==> config.mk <==
export PLATFORM = sky130hd
export DESIGN_NAME = ifetch_prefetch
export DESIGN_NICKNAME = d
export VERILOG_FILES = /design/src/rtl/ifp_pkg.sv /design/src/rtl/ifp_fifo.sv /design/src/rtl/ifetch_prefetch.sv
export SDC_FILE = /design/constraint.sdc
export NUM_CORES = 1
export LEC_CHECK = 0
export CELL_PAD_IN_SITES_DETAIL_PLACEMENT = 1
export CELL_PAD_IN_SITES_GLOBAL_PLACEMENT = 2
export CORE_UTILIZATION = 39
export DETAILED_ROUTE_END_ITERATION = 7
export PLACE_DENSITY = 0.8
export SLEW_MARGIN = 0
export SYNTH_ARGS = -nofsm -noshare
export SYNTH_HDL_FRONTEND = slang
export SYNTH_HIERARCHICAL = 1
export SYNTH_SLANG_ARGS = --single-unit
==> constraint.sdc <==
create_clock -name clk -period 5.35 [get_ports clk]
set_input_delay 0.8025 -clock clk [delete_from_list [all_inputs] [get_ports clk]]
set_output_delay 0.8025 -clock clk [all_outputs]
set_load 0.03 [all_outputs]
==> src/rtl/ifp_pkg.sv <==
// ifp_pkg
// Shared types and constants for the instruction prefetch buffer.
//   ifp_state_t : fetch FSM states (IDLE, WAIT, DISCARD)
//   ifp_entry_t : one buffered fetch result, PC plus instruction word
//   IFP_PC_STEP : word-addressed sequential fetch increment
package ifp_pkg;

    localparam int IFP_AW      = 16;
    localparam int IFP_DW      = 16;
    localparam int IFP_PC_STEP = 1;

    typedef enum logic [1:0] {
        IDLE    = 2'd0,
        WAIT    = 2'd1,
        DISCARD = 2'd2
    } ifp_state_t;

    typedef struct packed {
        logic [IFP_AW-1:0] pc;
        logic [IFP_DW-1:0] instr;
    } ifp_entry_t;

endpackage

==> src/rtl/ifp_fifo.sv <==
// ifp_fifo
// Small circular FIFO holding fetched {pc, instr} entries.
// Ports:
//   clk, rst     : clock and asynchronous active-low reset
//   push, pop    : enqueue push_data / drop the head entry
//   flush        : empty the FIFO; takes priority over push and pop
//   push_data    : entry written on push
//   head         : oldest entry (storage contents, valid when !empty)
//   count        : number of stored entries
//   empty, full  : occupancy flags
module ifp_fifo #(
    parameter int DEPTH = 4,
    parameter int W     = 32,
    parameter int CW    = $clog2(DEPTH) + 1
) (
    input  logic          clk,
    input  logic          rst,
    input  logic          push,
    input  logic          pop,
    input  logic          flush,
    input  logic [W-1:0]  push_data,
    output logic [W-1:0]  head,
    output logic [CW-1:0] count,
    output logic          empty,
    output logic          full
);

    localparam int PW = $clog2(DEPTH);

    logic [W-1:0]  storage [DEPTH];
    logic [PW-1:0] rd_ptr;
    logic [PW-1:0] wr_ptr;
    logic          do_push;
    logic          do_pop;

    assign empty   = (count == '0);
    assign full    = (count == CW'(DEPTH));
    assign do_push = push && !full;
    assign do_pop  = pop && !empty;
    assign head    = storage[rd_ptr];

    // Pointers wrap naturally because DEPTH is a power of two; a flush
    // simply rewinds both pointers and forgets every entry.
    always_ff @(posedge clk or negedge rst) begin
        if (!rst) begin
            rd_ptr <= '0;
            wr_ptr <= '0;
            count  <= '0;
        end else if (flush) begin
            rd_ptr <= '0;
            wr_ptr <= '0;
            count  <= '0;
        end else begin
            if (do_push) wr_ptr <= wr_ptr + PW'(1);
            if (do_pop)  rd_ptr <= rd_ptr + PW'(1);
            count <= count + CW'(do_push) - CW'(do_pop);
        end
    end

    // Entry storage needs no reset: the head is only meaningful while the
    // FIFO is non-empty, and the top masks it otherwise.
    always_ff @(posedge clk) begin
        if (do_push && !flush) storage[wr_ptr] <= push_data;
    end

endmodule

==> src/rtl/ifetch_prefetch.sv <==
// ifetch_prefetch
// Instruction prefetch buffer between the instruction memory port and
// IF_slice. Issues one sequential read at a time, buffers returned words
// with their PC, and flushes on any branch/call/return redirect.
// Ports:
//   clk, rst            : clock and asynchronous active-low reset
//   hlt                 : block new memory requests
//   redirect/redirect_pc: flush and restart fetch at redirect_pc
//   stall               : IF_slice not consuming the head this cycle
//   mem_req/mem_addr    : one-cycle read strobe and its address
//   mem_rvalid/mem_rdata: read response (one cycle or more after request)
//   instr_valid         : buffer holds at least one entry
//   instr/pc/pc_inc     : head instruction, its PC, and PC+1
module ifetch_prefetch
    import ifp_pkg::*;
#(
    parameter int          DEPTH    = 4,
    parameter int          AW       = 16,
    parameter int          DW       = 16,
    parameter logic [AW-1:0] RESET_PC = '0
) (
    input  logic          clk,
    input  logic          rst,
    input  logic          hlt,
    input  logic          redirect,
    input  logic [AW-1:0] redirect_pc,
    input  logic          stall,
    output logic          mem_req,
    output logic [AW-1:0] mem_addr,
    input  logic          mem_rvalid,
    input  logic [DW-1:0] mem_rdata,
    output logic          instr_valid,
    output logic [DW-1:0] instr,
    output logic [AW-1:0] pc,
    output logic [AW-1:0] pc_inc
);

    localparam int CW = $clog2(DEPTH) + 1;

    ifp_state_t       state;
    logic [AW-1:0]    fetch_pc;
    logic [CW-1:0]    count;
    logic             empty;
    logic             full;
    logic [AW+DW-1:0] head;
    logic             outstanding;
    logic             can_issue;
    logic             push;
    logic             deq;

    // A request is only allowed when the buffer has room for its response
    // even counting the one still in flight, so the FIFO can never overflow.
    assign outstanding = (state == WAIT);
    assign can_issue   = !hlt && ((count + CW'(outstanding)) < CW'(DEPTH));

    // Requests only leave from IDLE; a redirect defers the request by a
    // cycle so it goes out with the new address. Reset forces it low.
    assign mem_req  = rst && (state == IDLE) && can_issue && !redirect;
    assign mem_addr = fetch_pc;

    // Responses are kept only when they belong to the current fetch stream,
    // and redirect overrides both push and dequeue.
    assign push        = (state == WAIT) && mem_rvalid && !redirect;
    assign instr_valid = !empty;
    assign deq         = instr_valid && !stall && !redirect;

    // Head outputs read as zero while empty so stale entries never leak.
    assign pc     = empty ? '0 : head[AW+DW-1:DW];
    assign instr  = empty ? '0 : head[DW-1:0];
    assign pc_inc = pc + AW'(IFP_PC_STEP);

    ifp_fifo #(
        .DEPTH (DEPTH),
        .W     (AW + DW),
        .CW    (CW)
    ) u_fifo (
        .clk       (clk),
        .rst       (rst),
        .push      (push),
        .pop       (deq),
        .flush     (redirect),
        .push_data ({fetch_pc, mem_rdata}),
        .head      (head),
        .count     (count),
        .empty     (empty),
        .full      (full)
    );

    // Fetch FSM. DISCARD swallows the response of a request that was
    // overtaken by a redirect; the new stream starts once it has arrived,
    // keeping at most one read in flight. A response landing in DISCARD
    // together with another redirect still retires the old request.
    always_ff @(posedge clk or negedge rst) begin
        if (!rst) begin
            state    <= IDLE;
            fetch_pc <= RESET_PC;
        end else begin
            case (state)
                IDLE: begin
                    if (redirect)     fetch_pc <= redirect_pc;
                    else if (mem_req) state    <= WAIT;
                end
                WAIT: begin
                    if (redirect) begin
                        fetch_pc <= redirect_pc;
                        state    <= mem_rvalid ? IDLE : DISCARD;
                    end else if (mem_rvalid) begin
                        fetch_pc <= fetch_pc + AW'(IFP_PC_STEP);
                        state    <= IDLE;
                    end
                end
                DISCARD: begin
                    if (redirect)   fetch_pc <= redirect_pc;
                    if (mem_rvalid) state    <= IDLE;
                end
                default: state <= IDLE;
            endcase
        end
    end

    // A response with nothing outstanding means the memory side is broken.
    a_no_rvalid_in_idle: assert property (@(posedge clk) disable iff (!rst)
        !(state == IDLE && mem_rvalid));

    // Credit accounting must keep pushes away from a full buffer.
    a_no_push_when_full: assert property (@(posedge clk) disable iff (!rst)
        !(push && full && !deq));

endmodule

==> results.md, run 1 <==
- Status: complete, no violations
- Die width: roughly 130 um
- Hold slack: between 600 and 700 ps
- Syn Area/Cell: about 16 um2
- H-tree Lvls: 4
- Routed len/inst: 19.4 um
- Yosys top cell by area: edfxtp_1
- Clock Sinks: ~150
- Cell Int Power: about 0.0021 W
- Worst hold path type: flop to flop
- Slew HR: a little over half
- Layout cells sized above 1: roughly 11%
- Overall Power: about 0.0027 W
- Hold EP: u_fifo/wr_ptr[1]
- Antenna-violating nets left: 0
- Final worst setup slack: between 1000 and 1500 ps
- Drt total wl: between 15,000 and 20,000 um
- NumNets Final: ~600
- FF-to-FF setup slack: 2460 ps
- DRC: 0
- Core Region: roughly 17,000 um2
- Initial Util: between 30% and 40%
- Register bit total from synthesis: between 150 and 200
- Synthesis-to-finish area growth: 26.8%
- Clock power frac: roughly two fifths
- Die Y-Extent: about 130 um
- Switching portion of total power: 24.1%
- Tmin final: 4310 ps
- Initial antenna violation count: 0
- Hold Path Origin: u_fifo/wr_ptr[1]
- Met3 Use GR: slightly below 4%
- DR pass1 iterations: 4
- Post-cts gate resize count: 0
- CTS tree: built
- Vias in the first global route: around 4,500
- Max Freq: between 200 and 250 MHz
- Worst R2R End: u_fifo/count[2]
- Top-count cell post-synth: edfxtp_1
- Top_reg_cell synth: edfxtp_1
- Unique cell type count in the Yosys netlist: 52
- Asr flop ratio synth: 16.3%
- Reg clk slew, reported paths: ~60 ps
- CP Capture Type: output port
- Top cells by count, synth: edfxtp_1 (128), nor2b_1 (32), mux4_1 (26), dfrtp_1 (25)
- Startpoint of the worst register-to-register path: state[0]
- Final setup fails: 0
- Combinational share of power: 7.8%
- Ports: 104
- Crit start category: flop
- Area after DPL: about 8000 um2
- Hold Path Depth: 2
- DR vias: 4,198
- Skew final: 9.46 ps
- CP max FO: 18
- Met2 GRT Util: between 20% and 30%
- Mapped Nets: 487
- PwrDens: 312 nW/um2
- Max-cap violations: 0
- I/O Buffers: around 100
- Worst vdd ir: 0.212 mV
- Row count: 48
- Crit Path Category: flop to output port
- Full die area: ~18,000 um2
- Sw power: approximately 0.00066 W
- Cell Area, Synth: 6880 um2
- Seq/Total Area, Yosys: 65.0%
- Most frequent CP cell: nand4_1
- First-pass GRT wire length: 24,200 um
- Number of synthesized flops with an enable pin: approximately 130
- CP required: roughly 4600 ps
- GPL Wtd Cong: between 0.7 and 0.8
- CP top delay family: simple AND/OR/NAND/NOR gates
- Top cell type's share of synthesized area: around 56%
- Initial DRC count: 193
- TNS Setup: 0 ps
- Synth warn: 6
- Postcts setup bufs: 0
- CP max stage cell: dfrtp_1
- Max-slew violations: 0
- Final HPWL DP: between 10,000 and 15,000 um
- CTS Buf Count: 17
- GR met1 Demand/Resource: 23.7%
- Hold_buf cts: 0
- CTS root buf: clkbuf_16
- Buf/Inv on CP: 1
- Mapped Cells: 440
- Arr. time, crit path: about 3500 ps
- Grt ovf: 0
- Worst r2r path cells: 11
- Static leakage: 2.94 nW
- Fin area: around 8700 um2
- Top cells by area, synth: edfxtp_1 (56%), mux4_1 (9.9%), dfrtp_1 (9.1%)
- Share of power burned in registers: 50.6%
- Clk_lat worst skew: 430 ps
- Antenna cells: 0
- Unrepaired setup endpoints after global routing: false
- Final Hold Fails: 0
- GR peak layer: met2
- Worst slack, placed: between 1000 and 1500 ps
- Largest buffer count on any clock path: 2
- Vias/cell: 5.33
- Tot GR Track Use: between 15 and 20%
- Fin crit share: about four fifths
- Largest net degree at the start of global routing: 33
- Worst path max stage delay: ~780 ps
- Pin slew with the least headroom to its limit: 684 ps
- Crit-path cells: mux4_1 > nor2b_1 > ha_1 > nand4_1 > nor3_1 > nand4_1 > xnor2_1 > clkdlybuf4s50_1
-- placed cells by master, fill, tap and decap left out, types with 7 or more instances in the layout --
cell type,n
nor2_1,19
nor3_1,8
xor2_1,9
a21oi_1,16
nand4_1,9
dfrtp_1,24
clkbuf_16,17
o22ai_1,7
nand3_1,20
nor2b_1,32
mux4_1,26
o21ai_0,9
edfxtp_1,128
nand2_1,20
inv_1,11
ha_1,8
clkdlybuf4s50_1,103
buf_4,11
-- power groups by stage --
| stage | Sequential, W | Clock [W] | Combinational [W] |
|---|---|---|---|
| 3_3_place_gp | 0.00140 | 0 | 0.000210 |
| 4_1_cts | 0.00138 | 0.00116 | 0.000215 |
| 5_1_grt | 0.00138 | 0.00119 | 0.000228 |
| 3_5_place_dp | 0.00140 | 0 | 0.000213 |
| 6_report | 0.00138 | 0.00113 | 0.000212 |
| 2_1_floorplan | 0.00141 | 0 | 0.0000841 |
-- cell type report --
type	count	area (um2)
clock buffer	17	425
sequential	153	4470
fill	1636	8510
inverter	11	41.3
timing repair buffer	114	1110
clock inverter	15	140
multi-input combinational	252	2250
tap	225	282
-- routing by layer --
layer,up-vias,part of all wire (%),wire length (um)
met3,10,4.8,727
met4,0,1.3,191
met2,108,48,7410
met5,-,0,0
li1,1949,-,-
met1,2131,45,6950
-- registers in the layout, summed over array words and instances, names as in the netlist --
register        count
u_fifo/count        3
u_fifo/rd_ptr       2
u_fifo/storage    128
mem_addr           16
state               2
u_fifo/wr_ptr       2
-- worst max path at each step --
stage                           endpoint  slack, ps  cells past startpoint              from
floorplan           u_fifo/storage[2][0]        810                      7          redirect
global placement              pc_inc[14]       1580                      9  u_fifo/rd_ptr[0]
detailed placement       u_fifo/count[2]       1450                     13          redirect
CTS                           pc_inc[14]       1000                      8  u_fifo/rd_ptr[1]
global route                  pc_inc[14]        790                      8  u_fifo/rd_ptr[1]
finish                        pc_inc[14]       1040                      8  u_fifo/rd_ptr[1]
-- through the flow --
step | util [%] | cells
6_report | 50.6 | 787
5_1_grt | 50.6 | 787
4_1_cts | 50.6 | 787
3_5_place_dp | 47.3 | 755
3_3_place_gp | 47.3 | 755
2_1_floorplan | - | 440
-- tightest hold or removal path, stage by stage (launching register included) --
cell,delay [ps]
dfrtp_1,410
nand2b_1,80
mux2i_1,60
-- cell families (layout without fill, tap and decap cells) --
| group | count (synthesis) | in the layout | synth area share (%) |
|---|---|---|---|
| buffers and inverters | 35 | 157 | 2.69 |
| flip-flops | 153 | 153 | 65.0 |
| XOR/XNOR | 15 | 15 | 1.91 |
| AND/OR/NAND/NOR | 141 | 141 | 11.4 |
| adder cells (fa/ha/maj) | 9 | 9 | 1.75 |
| AO/OA/AOI/OAI | 53 | 53 | 5.06 |
| multiplexers | 34 | 34 | 12.2 |
No activity file was read; power rests on OpenSTA's default activity.
==> run 2, diff against run 1 <==
==> constraint.sdc (replaced) <==
create_clock -name clk -period 4.4 [get_ports clk]
set_input_delay 0.66 -clock clk [delete_from_list [all_inputs] [get_ports clk]]
set_output_delay 0.66 -clock clk [all_outputs]
set_load 0.03 [all_outputs]
==> results.md, run 2 (synthesis results as in run 1) <==
- DR vias: 4,226
- Skew final: between 9 and 10 ps
- CTS Buf Count: 17
- Ports: ~100
- Crit Path Category: flop to output port
- Commonest non-fill, non-tap cell in the layout: edfxtp_1
- GPL Wtd Cong: 0.731
- Crit start category: flop
- Most flops, register: u_fifo/storage
- Antenna-violating nets left: 0
- Max Freq: around 250 MHz
- Postcts setup bufs: 0
- Max-slew violations: 0
- Initial Util: around two fifths
- Post-cts gate resize count: 0
- Vias/cell: roughly 5.4
- Grt ovf: 0
- Fin cells: ~800
- Layout cells sized above 1: between 10% and 20%
- Die width: approximately 130 um
- H-tree Lvls: 4
- Reg clk slew, reported paths: around 60 ps
- Core Region: 17,200 um2
- Area after DPL: between 8000 and 9000 um2
- CTS root buf: clkbuf_16
- DR pass1 iterations: 4
- Layout fillers: between 1,500 and 2,000
- Fin crit share: approximately 92%
- I/O Buffers: roughly 100
- DRC: 0
- Row count: 48
- Pin slew with the least headroom to its limit: 698 ps
- CP required: 3740 ps
- Full die area: about 18,000 um2
- Clock Sinks: 153
- Slew HR: around 53%
- PwrDens: about 400 nW/um2
- TNS Setup: 0 ps
- Hold Path Origin: u_fifo/wr_ptr[1]
- Fin area: roughly 8800 um2
- Largest net degree at the start of global routing: 33
- Final HPWL DP: 10,500 um
- NumNets Final: 596
- Synthesis-to-finish area growth: 27.6%
- Status: complete, no violations
- CP max FO: 15
- Tmin final: approximately 4000 ps
- Startpoint of the worst register-to-register path: u_fifo/count[1]
- Placed insts: 755
- Initial antenna violation count: 0
- Clk_lat worst skew: ~420 ps
- Antenna cells: 0
- Final setup fails: 0
- Arr. time, crit path: about 3400 ps
- Vias in the first global route: ~4,500
- First-pass GRT wire length: between 20,000 and 30,000 um
- Crit path from: u_fifo/rd_ptr[0]
- Drt total wl: about 16,000 um
- Max-cap violations: 0
- Worst vdd ir: 0.283 mV
- Largest buffer count on any clock path: 2
- CTS tree: built
- Static leakage: 2.98 nW
- CP Capture Type: output port
- Final Util: 50.9%
- Initial DRC count: between 150 and 200
- Die Y-Extent: 135 um
- Max reg flops: about 130
- Final Hold Fails: 0
- Routed len/inst: a little over 20 um
- Hold_buf cts: 0
- Tot GR Track Use: a little under a fifth
- Unrepaired setup endpoints after global routing: false
- Worst hold path type: flop to flop
- Most frequent cells in the layout: edfxtp_1 (128), clkdlybuf4s50_1 (103), nor2b_1 (32)
[run 2: changes by cell type in the layout (fill, tap and decap cells not counted), sizes merged]
cell	previous run	this run
clkinvlp	6	2
bufinv	1	4
clkinv	3	5
inv	16	14
clkbuf	17	18
[run 2: critical path, stage by stage, from the launching register on]
cell             delay (ps)
dfrtp_2                 660
mux4_1                  680
nand2_1                 120
inv_1                    60
ha_1                    240
nand4_1                 200
nor3_1                   90
nand4_1                 120
xnor2_1                 120
clkdlybuf4s50_1         690
[run 2: through the flow]
stage                     worst slack [ps]  power [W]  hold slack [ps]
final                                  337    0.00346              617
after global routing                  83.7    0.00356              677
after CTS                              274    0.00349              631
after detailed placement               747    0.00196              622
after global placement                 847    0.00195              578
after floorplan                      -1.22    0.00182              364
[run 2: path summary, 6_finish.rpt]
check / endpoint / slack, ps / depth (start not counted)
setup / recovery: pc_inc[14] / 340 / 9
hold / removal: u_fifo/wr_ptr[1] / 620 / 2
setup reg to reg: u_fifo/count[2] / 1300 / 13
hold reg to reg: u_fifo/wr_ptr[1] / 620 / 2
max in group asynchronous: u_fifo/rd_ptr[0] / 3380 / 2
min in group asynchronous: mem_addr[2] / 710 / 2
[run 2: routing by layer]
layer  global-route usage (%)  part of all wire [%]  up-vias  routed length, um
li1                         -                     -     1955                  -
met1                     24.0                    45     2156               7210
met2                     31.6                    50      103               8010
met3                     4.28                   4.2       12                667
met4                     6.18                  0.87        0                140
met5                        0                     0        -                  0
[run 2: report_power, final]
part	switching, W	internal (W)
sequential	0.0000633	0.00161
combinational	0.000143	0.000117
clock	0.000576	0.000953
[run 2: area by class of cell]
type / count / area (um2) / share of cell area, %
inverter: 11 / 41.3 / 0.470
clock buffer: 18 / 429 / 4.89
timing repair buffer: 114 / 1110 / 12.7
tap: 225 / 282 / 3.21
sequential: 153 / 4470 / 50.9
clock inverter: 14 / 195 / 2.22
multi-input combinational: 252 / 2250 / 25.6
